## config.mk

```make
export PLATFORM = sky130hd
export DESIGN_NAME = warp_mbus_arbiter
export DESIGN_NICKNAME = d
export VERILOG_FILES = /design/src/rtl/warp_mbus_arbiter.sv
export SDC_FILE = /design/constraint.sdc
export NUM_CORES = 1
export LEC_CHECK = 0
export ABC_AREA = 0
export CORE_AREA = 2 2 140 142
export CTS_BUF_LIST = sky130_fd_sc_hd__clkbuf_4
export CTS_CLUSTER_SIZE = 14
export DETAILED_ROUTE_END_ITERATION = 8
export DIE_AREA = 0 0 142 144
export DONT_BUFFER_PORTS = 1
export GPL_TIMING_DRIVEN = 0
export PLACE_DENSITY_LB_ADDON = 0.3
export SYNTH_ARGS = -nofsm -noshare
export SYNTH_HDL_FRONTEND = slang
export SYNTH_SLANG_ARGS = --single-unit
```

## constraint.sdc

```tcl
create_clock -name wb_clk_i -period 2.2 [get_ports wb_clk_i]
set_clock_uncertainty 0.1 [all_clocks]
set_input_delay 0.44 -clock wb_clk_i [delete_from_list [all_inputs] [get_ports wb_clk_i]]
set_output_delay 0.44 -clock wb_clk_i [all_outputs]
set_load 0.05 [all_outputs]
```

## src/rtl/warp_mbus_arbiter.sv

```systemverilog
// Three-master Wishbone-style arbiter in front of the SDRAM controller: M0 (video) has fixed
// priority, M1/M2 alternate round-robin, and a watchdog aborts transfers the slave never acks.
module warp_mbus_arbiter #(
    parameter int TIMEOUT = 1023,
    parameter int TO_W    = 10
) (
    input  logic        wb_clk_i,
    input  logic        wb_rst_n_i,
    input  logic [95:0] m_adr_i,
    input  logic [2:0]  m_stb_i,
    input  logic [2:0]  m_we_i,
    input  logic [11:0] m_sel_i,
    input  logic [95:0] m_dat_i,
    output logic [2:0]  m_ack_o,
    output logic [2:0]  m_err_o,
    output logic [31:0] m_dat_o,
    output logic [31:0] s_adr_o,
    output logic        s_stb_o,
    output logic        s_we_o,
    output logic [3:0]  s_sel_o,
    output logic [31:0] s_dat_o,
    input  logic        s_ack_i,
    input  logic [31:0] s_dat_i,
    output logic [2:0]  grant_o
);

    typedef enum logic [0:0] {
        IDLE = 1'b0,
        BUSY = 1'b1
    } state_t;

    localparam logic [TO_W-1:0] TO_LAST = TO_W'(TIMEOUT - 1);

    state_t          state_r, state_s;
    logic [2:0]      grant_r, grant_s;
    logic            rr_last_r, rr_last_s;   // 1'b0 = M1 last won, 1'b1 = M2 last won
    logic [TO_W-1:0] cnt_r, cnt_s;
    logic [2:0]      err_r, err_s;

    logic [31:0]     g_adr_s;
    logic [31:0]     g_dat_s;
    logic [3:0]      g_sel_s;
    logic            g_we_s;
    logic            g_stb_s;
    logic            busy_s;

    // Select the granted master's request fields.
    always_comb begin
        g_adr_s = 32'h0000_0000;
        g_dat_s = 32'h0000_0000;
        g_sel_s = 4'b0000;
        g_we_s  = 1'b0;
        g_stb_s = 1'b0;
        case (grant_r)
            3'b001: begin
                g_adr_s = m_adr_i[31:0];
                g_dat_s = m_dat_i[31:0];
                g_sel_s = m_sel_i[3:0];
                g_we_s  = m_we_i[0];
                g_stb_s = m_stb_i[0];
            end
            3'b010: begin
                g_adr_s = m_adr_i[63:32];
                g_dat_s = m_dat_i[63:32];
                g_sel_s = m_sel_i[7:4];
                g_we_s  = m_we_i[1];
                g_stb_s = m_stb_i[1];
            end
            3'b100: begin
                g_adr_s = m_adr_i[95:64];
                g_dat_s = m_dat_i[95:64];
                g_sel_s = m_sel_i[11:8];
                g_we_s  = m_we_i[2];
                g_stb_s = m_stb_i[2];
            end
            default: begin
                g_stb_s = 1'b0;
            end
        endcase
    end

    assign busy_s  = (state_r == BUSY);
    assign s_adr_o = g_adr_s;
    assign s_dat_o = g_dat_s;
    assign s_sel_o = g_sel_s;
    assign s_we_o  = g_we_s;
    assign s_stb_o = busy_s & g_stb_s;
    assign m_dat_o = s_dat_i;
    assign m_err_o = err_r;
    assign grant_o = busy_s ? grant_r : 3'b000;
    // Ack is gated by the master's own strobe so a dropped request never sees an ack.
    assign m_ack_o = (busy_s && s_ack_i && g_stb_s) ? grant_r : 3'b000;

    // Next-state, arbitration and watchdog logic.
    always_comb begin
        state_s   = state_r;
        grant_s   = grant_r;
        rr_last_s = rr_last_r;
        cnt_s     = cnt_r;
        err_s     = 3'b000;
        case (state_r)
            IDLE: begin
                cnt_s = {TO_W{1'b0}};
                if (|m_stb_i) begin
                    state_s = BUSY;
                    if (m_stb_i[0]) begin
                        grant_s = 3'b001;
                    end else if (m_stb_i[1] && (!m_stb_i[2] || rr_last_r)) begin
                        grant_s   = 3'b010;
                        rr_last_s = 1'b0;
                    end else begin
                        grant_s   = 3'b100;
                        rr_last_s = 1'b1;
                    end
                end else begin
                    grant_s = 3'b000;
                end
            end
            BUSY: begin
                if (!g_stb_s || s_ack_i) begin
                    state_s = IDLE;
                    cnt_s   = {TO_W{1'b0}};
                end else if (cnt_r == TO_LAST) begin
                    state_s = IDLE;
                    cnt_s   = {TO_W{1'b0}};
                    err_s   = grant_r;
                end else begin
                    cnt_s = cnt_r + TO_W'(1);
                end
            end
            default: begin
                state_s = IDLE;
                cnt_s   = {TO_W{1'b0}};
            end
        endcase
    end

    // State, grant, round-robin pointer, watchdog and error registers.
    always_ff @(posedge wb_clk_i) begin
        if (!wb_rst_n_i) begin
            state_r   <= IDLE;
            grant_r   <= 3'b000;
            rr_last_r <= 1'b1;
            cnt_r     <= {TO_W{1'b0}};
            err_r     <= 3'b000;
        end else begin
            state_r   <= state_s;
            grant_r   <= grant_s;
            rr_last_r <= rr_last_s;
            cnt_r     <= cnt_s;
            err_r     <= err_s;
        end
    end

endmodule

```

# Word level (Yosys, flattened, before mapping)
# Cells that the tools add are included.
[totals]
register_bits = 18
out_inout_bits = 111
in_bits = 245
[classes]
n_bitwise = 5
add_sub_neg = 1
eq_ne = 4
mux = 18
reduce_logical = 10
[ops]
columns = ["operator", "n"]
rows = [
  ["32-bit case mux with 3 select lines", 2],
  ["10-bit two-way mux", 2],
  ["10-bit case mux with 2 select lines", 1],
  ["3-bit two-way mux", 5],
  ["4-bit case mux with 3 select lines", 1],
  ["10-bit by 1-bit adder with 10-bit output (second input constant)", 1],
  ["10-bit equality test (second input constant)", 1],
  ["1-bit case mux with 3 select lines", 2],
  ["1-bit two-way mux", 4],
  ["1-bit NOT", 4],
  ["4-bit OR reduction", 1],
  ["3-bit by 1-bit equality test with 1-bit output (second input constant)", 1],
  ["3-bit by 2-bit equality test with 1-bit output (second input constant)", 1],
  ["3-bit equality test (second input constant)", 1],
  ["1-bit logical AND", 3],
  ["3-bit AND reduction", 1],
  ["3-bit OR reduction", 1],
  ["1-bit zero test", 2],
  ["1-bit logical OR", 2],
  ["1-bit case mux with 2 select lines", 1],
  ["1-bit bitwise AND", 1],
]

# Logic depth before layout (Yosys ltp)
[logic_depth]
word_depth = 6
depth_mapped = 7

# Least setup slack after synthesis
# Ideal clock, no wire load.
[synth_timing]
path_type = "reg-to-output"
start = "reg grant_r[2]"
end = "out s_adr_o[22]"
setup_slack_ns = -0.627
path_buffers = 4
path_stages_with_launch = 8
arrival_ns = 2.287
required_time_ns = 1.660
cell_sequence = "dfxtp_1 > buf_2 > nor2b_1 > buf_2 > buf_2 > buf_2 > a22oi_1 > o21ai_0"
[synth_via]
elab_chain_cells = 2
elab_cells_between_ends = 4
classes_between = "eq/ne: 3; mux: 1"
[synth_lines]
columns = ["element", "line_no", "text"]
rows = [
  ["start, declared", "35", "logic [2:0] grant_r, grant_s;"],
  ["start signal, assigned", "148", "grant_r <= grant_s;"],
  ["3-bit equality test (tied with other cells)", "54", "case (grant_r)"],
  ["32-bit case mux with 3 select lines *", "54", ""],
  ["end, declared", "17", "output logic [31:0] s_adr_o,"],
]
# Every way passes the cells marked *; elsewhere a longest branch is shown, timed or not.

# Worst setup path after layout
[layout_timing]
start = "reg grant_r[2]"
end = "out s_adr_o[21]"
# The elaborated chain is that of the path after synthesis.

==> results.cfg <==
[run_status]
status = finished, violations left
violations = setup timing

[clock_network]
clock-sinks = 18
cts_tree = done
cts.path.max_buffers = 2
clkSlewWorstSetupHoldPaths_ns = 0.11
cts_buffers = 3
h-tree-depth = 1
clk_latency_ns = 0.29
root_buffer = clkbuf_4

[place]
placed_cells = 606
hpwl_um = 10700
dpl_cell_area_um2 = 2952
portBuffers = 0
place_congestion = 0.7441

[grt]
grt_pass1_vias = 2961
gr-usage-met3 = 0.01093
grt_use_total = 0.1121
grt_first_pass_wirelength_um = 17240
overflow = 0
grt_max_degree = 11
grt_util_met2 = 0.2026
grt_util_met1 = 0.1423
antenna_found_initial = 1
grt.busiest_layer = met2

[detailed_routing]
viasPerCell = 4.970
dr_total_vias = 3116
drt-total-wl_um = 13830
dr.pass1.iters = 4
drc = 0
drtIter0Drc = 154
wl_per_cell_um = 22.05
antenna_left = 0

[critical_path]
critPathRequiredTime_ns = 1.66
crit_path_max_incr_delay_ns = 0.43
path_max_fanout = 8
arrival_ns = 1.83
path_common_cell = buf_8
cp_top_family = compound AO/OA/AOI/OAI gates
endpoint_kind = output pin
worstPathCellList = nor2b_4 > buf_12 > buf_8 > buf_8 > a22oi_2 > o21ai_4
critical-path-slowest-cell = dfxtp_4
crit_buf_inv = 3
startpoint_type = flip-flop
crit_type = flip-flop to output pin

[timing]
worst_pin_slew_ns = 0.5822
fin_crit_sh = 1.077
max_slew_margin = 0.6119
max_freq_ghz = 0.4222
setup_viol = 72
finalMaxSlewViolations = 0
setup_ws_ns = -0.1683
tns_ns = -6.506
hold_viol_final = 0
layout_min_cycle_time_ns = 2.368
rsz0062_at_grt = true

[power]
power_uw = 1660
ir_drop_mv = 0.1566
leakagePower_uw = 0.001263
p_per_area_nw_per_um2 = 395.1

[finish]
instances_no_fill = 627
area_delta_synth_final_pct = 75.50
drive_gt1_frac = 0.5490
mostFrequentLayoutCell = nand2_1
mostFrequentLayoutCells = nand2_1, o21ai_4, buf_4
num-nets-final = 637
fin_area_um2 = 4203

[floorplan]
dieArea_um2 = 20450
die_h_um = 144
row_count = 51
die_w_um = 142
ios = 356
initial_utilization = 0.1255
core-area_um2 = 19080

[synthesis]
syn-num-nets = 615
yosysSeqAreaShare = 0.1505
ys_types = 34
yosys_register_bits = 18
syn_avg_cell_area_um2 = 6.508
syn-cell-area_um2 = 2395
yosysWarnings = 0
syn_inst = 368

[hold_path]
hold_path.class = input port to flip-flop

[run]
drv_cap = 0
-- layout make-up --
class / instances / area (um2)
Antenna cell: 1 / 2.502
Buffer: 60 / 539.3
Clock buffer: 3 / 22.52
Fill cell: 2081 / 14880
Inverter: 5 / 31.28
Multi-Input combinational cell: 278 / 2635
Sequential cell: 18 / 369.1
Tap cell: 238 / 297.8
Timing Repair Buffer: 24 / 305.3
-- logic make-up (layout without fill, tap and decap cells) --
group	Yosys count	in the layout	share of synthesized area
AOI/OAI and AO/OA	147	147	0.3851
and+or+nand+nor	120	120	0.2492
buffers and inverters	72	92	0.1719
DFF	18	18	0.1505
xor gates and xnor gates	9	9	0.03292
adders and majority gates	2	2	0.01045
other	0	1	0
-- power breakdown --
part           switching, uW  leakage, uW  total, uW  internal, uW
Sequential              12.6     0.000148        343           331
Clock                    106    0.0000138        169          63.7
Combinational            832      0.00110       1150           316
-- routing by layer --
layer,up-vias,wire [um]
met1,1510,5222
met3,20,1063
li1,1342,-
met5,-,0
met2,244,7150
met4,0,389
-- through the flow --
stage | worst slack, ns | utilization | hold WS (ns)
finish | -0.1683 | 0.2203 | 0.1181
global route | -0.2323 | 0.2203 | 0.1155
CTS | -0.2138 | 0.2137 | 0.1159
detailed placement | -0.8170 | 0.1547 | 0.4315
global placement | -0.7754 | 0.1547 | 0.4063
floorplan | -0.2490 | - | 0.3917
-- registers in the layout, indices dropped and copies added (netlist names) --
| signal | cells |
|---|---|
| busy_s | 1 |
| cnt_r | 10 |
| m_err_o | 3 |
| grant_r | 3 |
| rr_last_r | 1 |
-- cell usage after synthesis, drive strengths merged --
cell type,n,share of area
nor3b,1,0.0078
nor3,13,0.038
nand2b,2,0.0052
a31oi,2,0.0052
xnor2,6,0.022
dfxtp,18,0.15
and3,3,0.0078
and2,3,0.0078
o21a,1,0.0031
a22oi,69,0.22
nand3,8,0.017
inv,5,0.0078
nand3b,1,0.0084
o21ai,71,0.15
buf,44,0.13
nor2b,6,0.016
o21bai,1,0.0031
and4,1,0.0037
xor2,3,0.011
nor2,5,0.0078
ha,2,0.010
o311ai,1,0.0037
a21oi,1,0.0021
nor4bb,2,0.0084
nor4,1,0.0052
clkbuf,23,0.036
a211oi,1,0.0031
nand2,73,0.11
nand4,1,0.0026
-- final timing paths --
kind               from           to  slack (ns)  depth (start not counted)
min          wb_rst_n_i    rr_last_r        0.12                          1
min reg2reg    cnt_r[0]     cnt_r[0]        0.45                          1
max reg2reg    cnt_r[1]     cnt_r[9]        0.37                          6
max          grant_r[2]  s_adr_o[21]       -0.17                          6
-- what timing repair did --
item,CTS,global route
gates resized for setup,189,45
hold buffers,0,0
pin swaps,32,37
endpoints found under the setup margin,74,72
gates cloned,5,1
buffers inserted,15,5
(Power assumes the default switching activity.)
